==> config.mk <==
export PLATFORM = sky130hd
export DESIGN_NAME = spec_readout_flat
export DESIGN_NICKNAME = d
export VERILOG_FILES = /design/src/rtl/spec_readout_if.sv /design/src/rtl/spec_readout.sv /design/src/flat_wrapper.sv
export SDC_FILE = /design/constraint.sdc
export NUM_CORES = 1
export LEC_CHECK = 0
export CAP_MARGIN = 10
export CORE_MARGIN = 2
export CORE_UTILIZATION = 45
export DETAILED_ROUTE_END_ITERATION = 16
export GPL_ROUTABILITY_DRIVEN = 1
export GPL_TIMING_DRIVEN = 0
export PLACE_DENSITY = 0.66
export SYNTH_ARGS = -nofsm -noshare
export SYNTH_HDL_FRONTEND = slang
export SYNTH_SLANG_ARGS = --single-unit
==> constraint.sdc <==
create_clock -name clk -period 4.4 [get_ports clk]
set_clock_uncertainty 0.15 [all_clocks]
set_input_delay 0.88 -clock clk [delete_from_list [all_inputs] [get_ports clk]]
set_output_delay 0.88 -clock clk [all_outputs]
set_load 0.02 [all_outputs]
==> src/rtl/spec_readout_if.sv <==
// rtl/spec_readout_if.sv - command, DPRAM read and output stream bundle for spec_readout
//
// Groups every non-clock/reset signal of the readout block.
//   slave  : the readout engine (takes start, returns read addresses and the sample stream)
//   master : the surrounding logic (issues start, supplies RAM data, consumes the stream)
interface spec_readout_if #(
  parameter int DW = 32
);
  logic          start;
  logic [4:0]    rangebin_num;
  logic          bg_sub_en;
  logic [13:0]   rdaddr_out;
  logic [9:0]    bg_rdaddr_out;
  logic [DW-1:0] dpram_dout;
  logic [DW-1:0] bg_dout;
  logic [DW-1:0] data_out;
  logic          data_valid_out;
  logic          data_ready_in;
  logic [4:0]    bin_out;
  logic [9:0]    index_out;
  logic          busy;
  logic          readout_done;

  modport slave (
    input  start, rangebin_num, bg_sub_en, dpram_dout, bg_dout, data_ready_in,
    output rdaddr_out, bg_rdaddr_out, data_out, data_valid_out, bin_out, index_out,
           busy, readout_done
  );

  modport master (
    output start, rangebin_num, bg_sub_en, dpram_dout, bg_dout, data_ready_in,
    input  rdaddr_out, bg_rdaddr_out, data_out, data_valid_out, bin_out, index_out,
           busy, readout_done
  );
endinterface

==> src/rtl/spec_readout.sv <==
// rtl/spec_readout.sv - spectrum DPRAM readout with optional background subtraction
//
// Walks range bins 1..rangebin_num and spectral indices 0..1023, reads the
// accumulation DPRAM and the background DPRAM, optionally subtracts the
// background (floored at 0) and streams {data, bin, index} out through a
// small FIFO with valid/ready backpressure.
//   clk, rst        : clock, asynchronous active-high reset
//   bus.start       : one-cycle pulse, rangebin_num/bg_sub_en sampled with it
//   bus.rdaddr_out  : {bin, index} DPRAM read address; bg_rdaddr_out = index
//   bus.dpram_dout  : read data, RD_LAT cycles after the address
//   bus.data_*      : output stream with bin_out/index_out tags
//   bus.busy        : run in progress; readout_done pulses after the last accept
module spec_readout #(
  parameter int RD_LAT     = 2,
  parameter int FIFO_DEPTH = 8,
  parameter int DW         = 32
) (
  input logic           clk,
  input logic           rst,
  spec_readout_if.slave bus
);
  localparam int AW = $clog2(FIFO_DEPTH);
  localparam int CW = AW + 1;
  localparam int EW = DW + 15;

  typedef enum logic [1:0] {IDLE, ISSUE, DRAIN, DONE} state_t;

  state_t        state, state_nx;
  logic [4:0]    rb_num_q;
  logic          bg_en_q;
  logic [4:0]    bin_q;
  logic [9:0]    idx_q;
  logic          issue_q;
  logic [13:0]   rdaddr_q;
  logic [9:0]    bg_rdaddr_q;
  logic [RD_LAT-1:0] pipe_v;
  logic [14:0]   pipe_tag [RD_LAT];
  logic [CW-1:0] inflight;
  logic [CW-1:0] fifo_count;
  logic [AW-1:0] wr_ptr, rd_ptr;
  logic [EW-1:0] fifo_mem [FIFO_DEPTH];
  logic [EW-1:0] head;
  logic [CW:0]   credit_used;
  logic          accept_start;
  logic          issue, last_read, push, pop, fifo_valid;
  logic [DW-1:0] result;

  // Credits cover both buffered entries and reads still in the RAM pipeline,
  // so the FIFO can never be written while full.
  assign credit_used  = {1'b0, fifo_count} + {1'b0, inflight};
  assign issue        = (state == ISSUE) && (credit_used < (CW+1)'(FIFO_DEPTH));
  assign last_read    = (bin_q == rb_num_q) && (idx_q == 10'd1023);
  assign accept_start = (state == IDLE) && bus.start && (bus.rangebin_num != 5'd0);

  assign push       = pipe_v[RD_LAT-1];
  assign fifo_valid = (fifo_count != '0);
  assign pop        = fifo_valid && bus.data_ready_in;

  always_comb begin
    result = bus.dpram_dout;
    if (bg_en_q) begin
      result = (bus.dpram_dout >= bus.bg_dout) ? (bus.dpram_dout - bus.bg_dout) : '0;
    end
  end

  always_comb begin
    state_nx = state;
    case (state)
      IDLE: begin
        if (bus.start) begin
          state_nx = (bus.rangebin_num != 5'd0) ? ISSUE : DONE;
        end
      end
      ISSUE: begin
        if (issue && last_read) begin
          state_nx = DRAIN;
        end
      end
      DRAIN: begin
        // Leave on the edge that pops the last entry so busy drops with it.
        if ((inflight == '0) &&
            ((fifo_count == '0) || ((fifo_count == CW'(1)) && pop))) begin
          state_nx = DONE;
        end
      end
      DONE:    state_nx = IDLE;
      default: state_nx = IDLE;
    endcase
  end

  always_ff @(posedge clk or posedge rst) begin
    if (rst) begin
      state       <= IDLE;
      rb_num_q    <= '0;
      bg_en_q     <= 1'b0;
      bin_q       <= '0;
      idx_q       <= '0;
      issue_q     <= 1'b0;
      rdaddr_q    <= '0;
      bg_rdaddr_q <= '0;
      pipe_v      <= '0;
      for (int i = 0; i < RD_LAT; i++) pipe_tag[i] <= '0;
      inflight    <= '0;
      fifo_count  <= '0;
      wr_ptr      <= '0;
      rd_ptr      <= '0;
    end else begin
      state <= state_nx;

      if (accept_start) begin
        rb_num_q <= bus.rangebin_num;
        bg_en_q  <= bus.bg_sub_en;
        bin_q    <= 5'd1;
        idx_q    <= 10'd0;
      end else if (issue) begin
        idx_q <= idx_q + 10'd1;
        if (idx_q == 10'd1023) begin
          bin_q <= bin_q + 5'd1;
        end
      end

      issue_q <= issue;
      if (issue) begin
        rdaddr_q    <= {bin_q, idx_q};
        bg_rdaddr_q <= idx_q;
      end

      // Tag pipeline starts from the registered address, so its last stage
      // lines up with the RAM data RD_LAT cycles later.
      pipe_v[0]   <= issue_q;
      pipe_tag[0] <= rdaddr_q;
      for (int i = 1; i < RD_LAT; i++) begin
        pipe_v[i]   <= pipe_v[i-1];
        pipe_tag[i] <= pipe_tag[i-1];
      end

      inflight   <= inflight + CW'(issue) - CW'(push);
      fifo_count <= fifo_count + CW'(push) - CW'(pop);
      if (push) wr_ptr <= wr_ptr + AW'(1);
      if (pop)  rd_ptr <= rd_ptr + AW'(1);
    end
  end

  always_ff @(posedge clk) begin
    if (push) begin
      fifo_mem[wr_ptr] <= {result, pipe_tag[RD_LAT-1]};
    end
  end

  assign head = fifo_mem[rd_ptr];

  assign bus.rdaddr_out     = rdaddr_q;
  assign bus.bg_rdaddr_out  = bg_rdaddr_q;
  assign bus.data_valid_out = fifo_valid;
  // Head fields are gated so the stream reads 0 while empty (and under reset).
  assign bus.data_out       = fifo_valid ? head[EW-1:15] : '0;
  assign bus.bin_out        = fifo_valid ? head[14:10]   : '0;
  assign bus.index_out      = fifo_valid ? head[9:0]     : '0;
  assign bus.busy           = (state == ISSUE) || (state == DRAIN);
  assign bus.readout_done   = (state == DONE);
endmodule

==> src/flat_wrapper.sv <==
// flat-port wrapper written by rule: the top's interface ports become plain ports
module spec_readout_flat 
#(
  parameter int RD_LAT     = 2,
  parameter int FIFO_DEPTH = 8,
  parameter int DW         = 32
)
  (clk, rst, bus_start, bus_rangebin_num, bus_bg_sub_en, bus_dpram_dout, bus_bg_dout, bus_data_ready_in, bus_rdaddr_out, bus_bg_rdaddr_out, bus_data_out, bus_data_valid_out, bus_bin_out, bus_index_out, bus_busy, bus_readout_done);
  spec_readout_if #(.DW(DW)) bus_i ();
  input logic clk;
  input logic rst;
  input wire logic [$bits(bus_i.start)-1:0] bus_start;
  input wire logic [$bits(bus_i.rangebin_num)-1:0] bus_rangebin_num;
  input wire logic [$bits(bus_i.bg_sub_en)-1:0] bus_bg_sub_en;
  input wire logic [$bits(bus_i.dpram_dout)-1:0] bus_dpram_dout;
  input wire logic [$bits(bus_i.bg_dout)-1:0] bus_bg_dout;
  input wire logic [$bits(bus_i.data_ready_in)-1:0] bus_data_ready_in;
  output wire logic [$bits(bus_i.rdaddr_out)-1:0] bus_rdaddr_out;
  output wire logic [$bits(bus_i.bg_rdaddr_out)-1:0] bus_bg_rdaddr_out;
  output wire logic [$bits(bus_i.data_out)-1:0] bus_data_out;
  output wire logic [$bits(bus_i.data_valid_out)-1:0] bus_data_valid_out;
  output wire logic [$bits(bus_i.bin_out)-1:0] bus_bin_out;
  output wire logic [$bits(bus_i.index_out)-1:0] bus_index_out;
  output wire logic [$bits(bus_i.busy)-1:0] bus_busy;
  output wire logic [$bits(bus_i.readout_done)-1:0] bus_readout_done;
  assign bus_i.start = bus_start;
  assign bus_i.rangebin_num = bus_rangebin_num;
  assign bus_i.bg_sub_en = bus_bg_sub_en;
  assign bus_i.dpram_dout = bus_dpram_dout;
  assign bus_i.bg_dout = bus_bg_dout;
  assign bus_i.data_ready_in = bus_data_ready_in;
  assign bus_rdaddr_out = bus_i.rdaddr_out;
  assign bus_bg_rdaddr_out = bus_i.bg_rdaddr_out;
  assign bus_data_out = bus_i.data_out;
  assign bus_data_valid_out = bus_i.data_valid_out;
  assign bus_bin_out = bus_i.bin_out;
  assign bus_index_out = bus_i.index_out;
  assign bus_busy = bus_i.busy;
  assign bus_readout_done = bus_i.readout_done;
  spec_readout #(.RD_LAT(RD_LAT), .FIFO_DEPTH(FIFO_DEPTH), .DW(DW)) u_core (.clk(clk), .rst(rst), .bus(bus_i));
endmodule
==> metrics <==
Synth Flop Type edfxtp_1; final hold vios 0; Starting Density 0.4567; Crit path max-delay family compound AO/OA/AOI/OAI gates; post-synth net total roughly 1400; die width roughly 210 µm; CP peak stage delay a little under 700 ps; count of final setup violators 0; largest net degree at the start of global routing 64; Worst-Margin Slew approximately 1100 ps; WL/cell between 20 and 25 µm; Worst setup EP type register; clock tree buffer depth 3; first-pass GRT wire length between 60 and 70 mm; CP max stage cell o22ai_1; Slew headroom 0.2833; RSZ-0062 raised after global routing true; FF+latch area ~13000 µm²; DRC Markers 0; DP Worst Slack -871.9 ps; Final Cycle Share 0.9997; Cells after DPL between 1500 and 2000; final instance area ~24000 µm²; number of global-route vias before repair approximately 11000; Antenna Cells 0; hpwl dp roughly 30 mm; Synth Area per Inst around 16 µm²; Routed WL 43.46 mm; hold_ws around 200 ps; area of the multi-input gates a little over 6000 µm²; PD cells roughly 620 nW/µm²; die area 45400 µm²; Worst Setup Start Kind input pin; CTS tree yes; post-synthesis cell count around 1200; IO Count approximately 150; worst hold stages 0; largest area contributor in the netlist edfxtp_1; most frequent cells in the layout 368 x edfxtp_1, 146 x clkdlybuf4s50_1, 92 x mux4_2; Vias approximately 11000; max cap viols 0; status completed; Layout Nets between 1500 and 2000; H-tree levels 2; asr flop ratio synth 0.1822; most area-consuming cells after synthesis edfxtp_1 56%, mux4_2 11%, dfrtp_1 10%, ha_1 3.4%, mux2i_1 2.5%; layout cells sized above 1 0.1827; chip height roughly 210 µm; initial antenna violation count 0; synthesis-stage register bit count between 400 and 500; Post-Syn Area between 15000 and 20000 µm²; crit path max fanout 9; Design Power approximately 15 mW; GRT overflow 0; DR vias/cell around 5.4; Hold Crit Class reg2reg; maximum VDD drop slightly below 0.0003 V; R2R setup slack 1280 ps; Post-DRT Antenna Nets 0; dpl cell area approximately 22000 µm²; fin worst setup slack roughly 1.2 ps; r2r endpoint u_core.inflight[2]; Hold Path Sink u_core.pipe_tag[8]; Iter 0 DRT Violations 863; post-synthesis sequential area ratio 0.6661; CTS sink cnt 450; Hold Crit Start u_core.pipe_tag[23]; highest clock rate 227.3 MHz; core box area between 40000 and 50000 µm²; critical path, cell by cell clkdlybuf4s50_1 > inv_1 > ha_1 > fa_1 > nand2b_1 > a21oi_1 > a221oi_1 > o2111ai_1 > a211o_1 > buf_2 > nand2_1 > o22ai_1; worst r2r src u_core.fifo_count[3]; GRT Resource Usage Total 0.1965; clock slew at reported path FFs roughly 60 ps; Worst Setup Path Type in2reg; DRT Pass-1 Iters 6; final std cells w/o fill approximately 2100; Buffers & Inverters on Critical Path 3; row count 76; Clk Latency, worst-skew pair approximately 540 ps; GP Congestion around 0.9; Post-synth EDFFs 368; Layout area overhead 21.15%; Yosys top cell area share 0.5618; count of cell types in the netlist between 60 and 70; Yosys Warn Count 0; Final min period roughly 4400 ps; WP data required 4500 ps; Root Buffer clkbuf_16; TritonCTS buffer count 45; Slew Viols, Final 0; hold_buf cts 0; Reg2Reg Depth 8; Fill cells between 3000 and 4000; Leak 8.779 nW; CP arrival between 4000 and 5000 ps; input/output buffers between 100 and 150; leading cell type in the layout, fill and taps excluded edfxtp_1
[worst max-delay path by stage]
stage	startpoint	to	slack, ps	depth (start not counted)
after CTS	u_core.rd_ptr[0]	bus_data_out[24]	20	6
final	bus_dpram_dout[0]	u_core.fifo_mem[4][44]	1	12
after global routing	bus_dpram_dout[0]	u_core.fifo_mem[0][35]	-230	12
after global placement	u_core.pipe_v[1]	u_core.fifo_mem[1][22]	-3130	2
after detailed placement	bus_dpram_dout[0]	u_core.fifo_mem[0][45]	-870	12
after floorplan	u_core.wr_ptr[0]	u_core.fifo_mem[0][0]	6	2
[report_power, final]
part	internal, mW	total (mW)	switching [mW]	leakage (nW)
combinational	2.46	5.43	2.97	3.64
clock	2.16	3.70	1.55	0.705
sequential	5.31	5.60	0.292	4.43
[per-layer routing]
layer,part of all wire,global-route usage
met5,0,0
met4,0.013,0.03858
met3,0.053,0.02721
met2,0.48,0.3185
met1,0.45,0.2871
[synth_stat cells (5+ instances only)]
cell,n
edfxtp_1,368
mux4_2,92
nor2_1,84
inv_1,83
dfrtp_1,82
ha_1,54
mux2i_1,49
o21ai_0,40
a21oi_1,35
clkbuf_1,35
nand2_1,34
xnor2_1,24
mux2_2,22
xor2_1,20
nand4_1,19
nand3_1,18
nor2b_1,17
buf_1,14
buf_4,11
a21o_1,9
nor3_1,8
or3_1,8
a31o_2,7
o22ai_1,7
and3_1,6
buf_2,6
nand2b_1,6
a31oi_1,5
o21bai_1,5
[logic make-up (layout without fill, tap and decap cells)]
group	after synthesis	in the layout	share of synthesized area
adder cells (fa/ha/maj)	57	57	0.03740
flip-flops	450	450	0.6661
multiplexers	163	163	0.1429
AO/OA/AOI/OAI	151	151	0.05057
AND/OR/NAND/NOR	212	212	0.05241
other	1	1	0.0001906
XOR/XNOR	44	44	0.01959
buffers and inverters	149	400	0.03091
[per-stage QoR]
stage,setup TNS [ps],util
global route,-11730,0.5532
finish,0,0.5532
detailed placement,-86130,0.5173
floorplan,0,-
global placement,-596030,0.5076
CTS,0,0.5519
[state kept, by name, summed over array words and instances (netlist names), 3 cells and up]
name / flops
u_core.rd_ptr: 3
u_core.fifo_mem: 368
u_core.idx_q: 10
u_core.fifo_count: 4
u_core.pipe_tag: 28
u_core.inflight: 4
u_core.bin_q: 5
u_core.bus.bg_rdaddr_out: 9
u_core.bus.rdaddr_out: 5
u_core.rb_num_q: 5
u_core.wr_ptr: 3
[layout make-up]
class	instances	area share
clock inverters	25	0.008820
clock buffers	59	0.05166
well taps	585	0.03071
plain buffers	65	0.01412
multi-input cells	628	0.2543
repair buffers	168	0.07739
flip-flops and latches	450	0.5498
inverters	83	0.01318
[what timing repair did]
item / CTS / global route
setup buffers: 0 / 1
setup endpoints to repair: 62 / 195
pin swaps: 0 / 1
gates resized for setup: 26 / 34
Power figures use the tool's default switching activity.
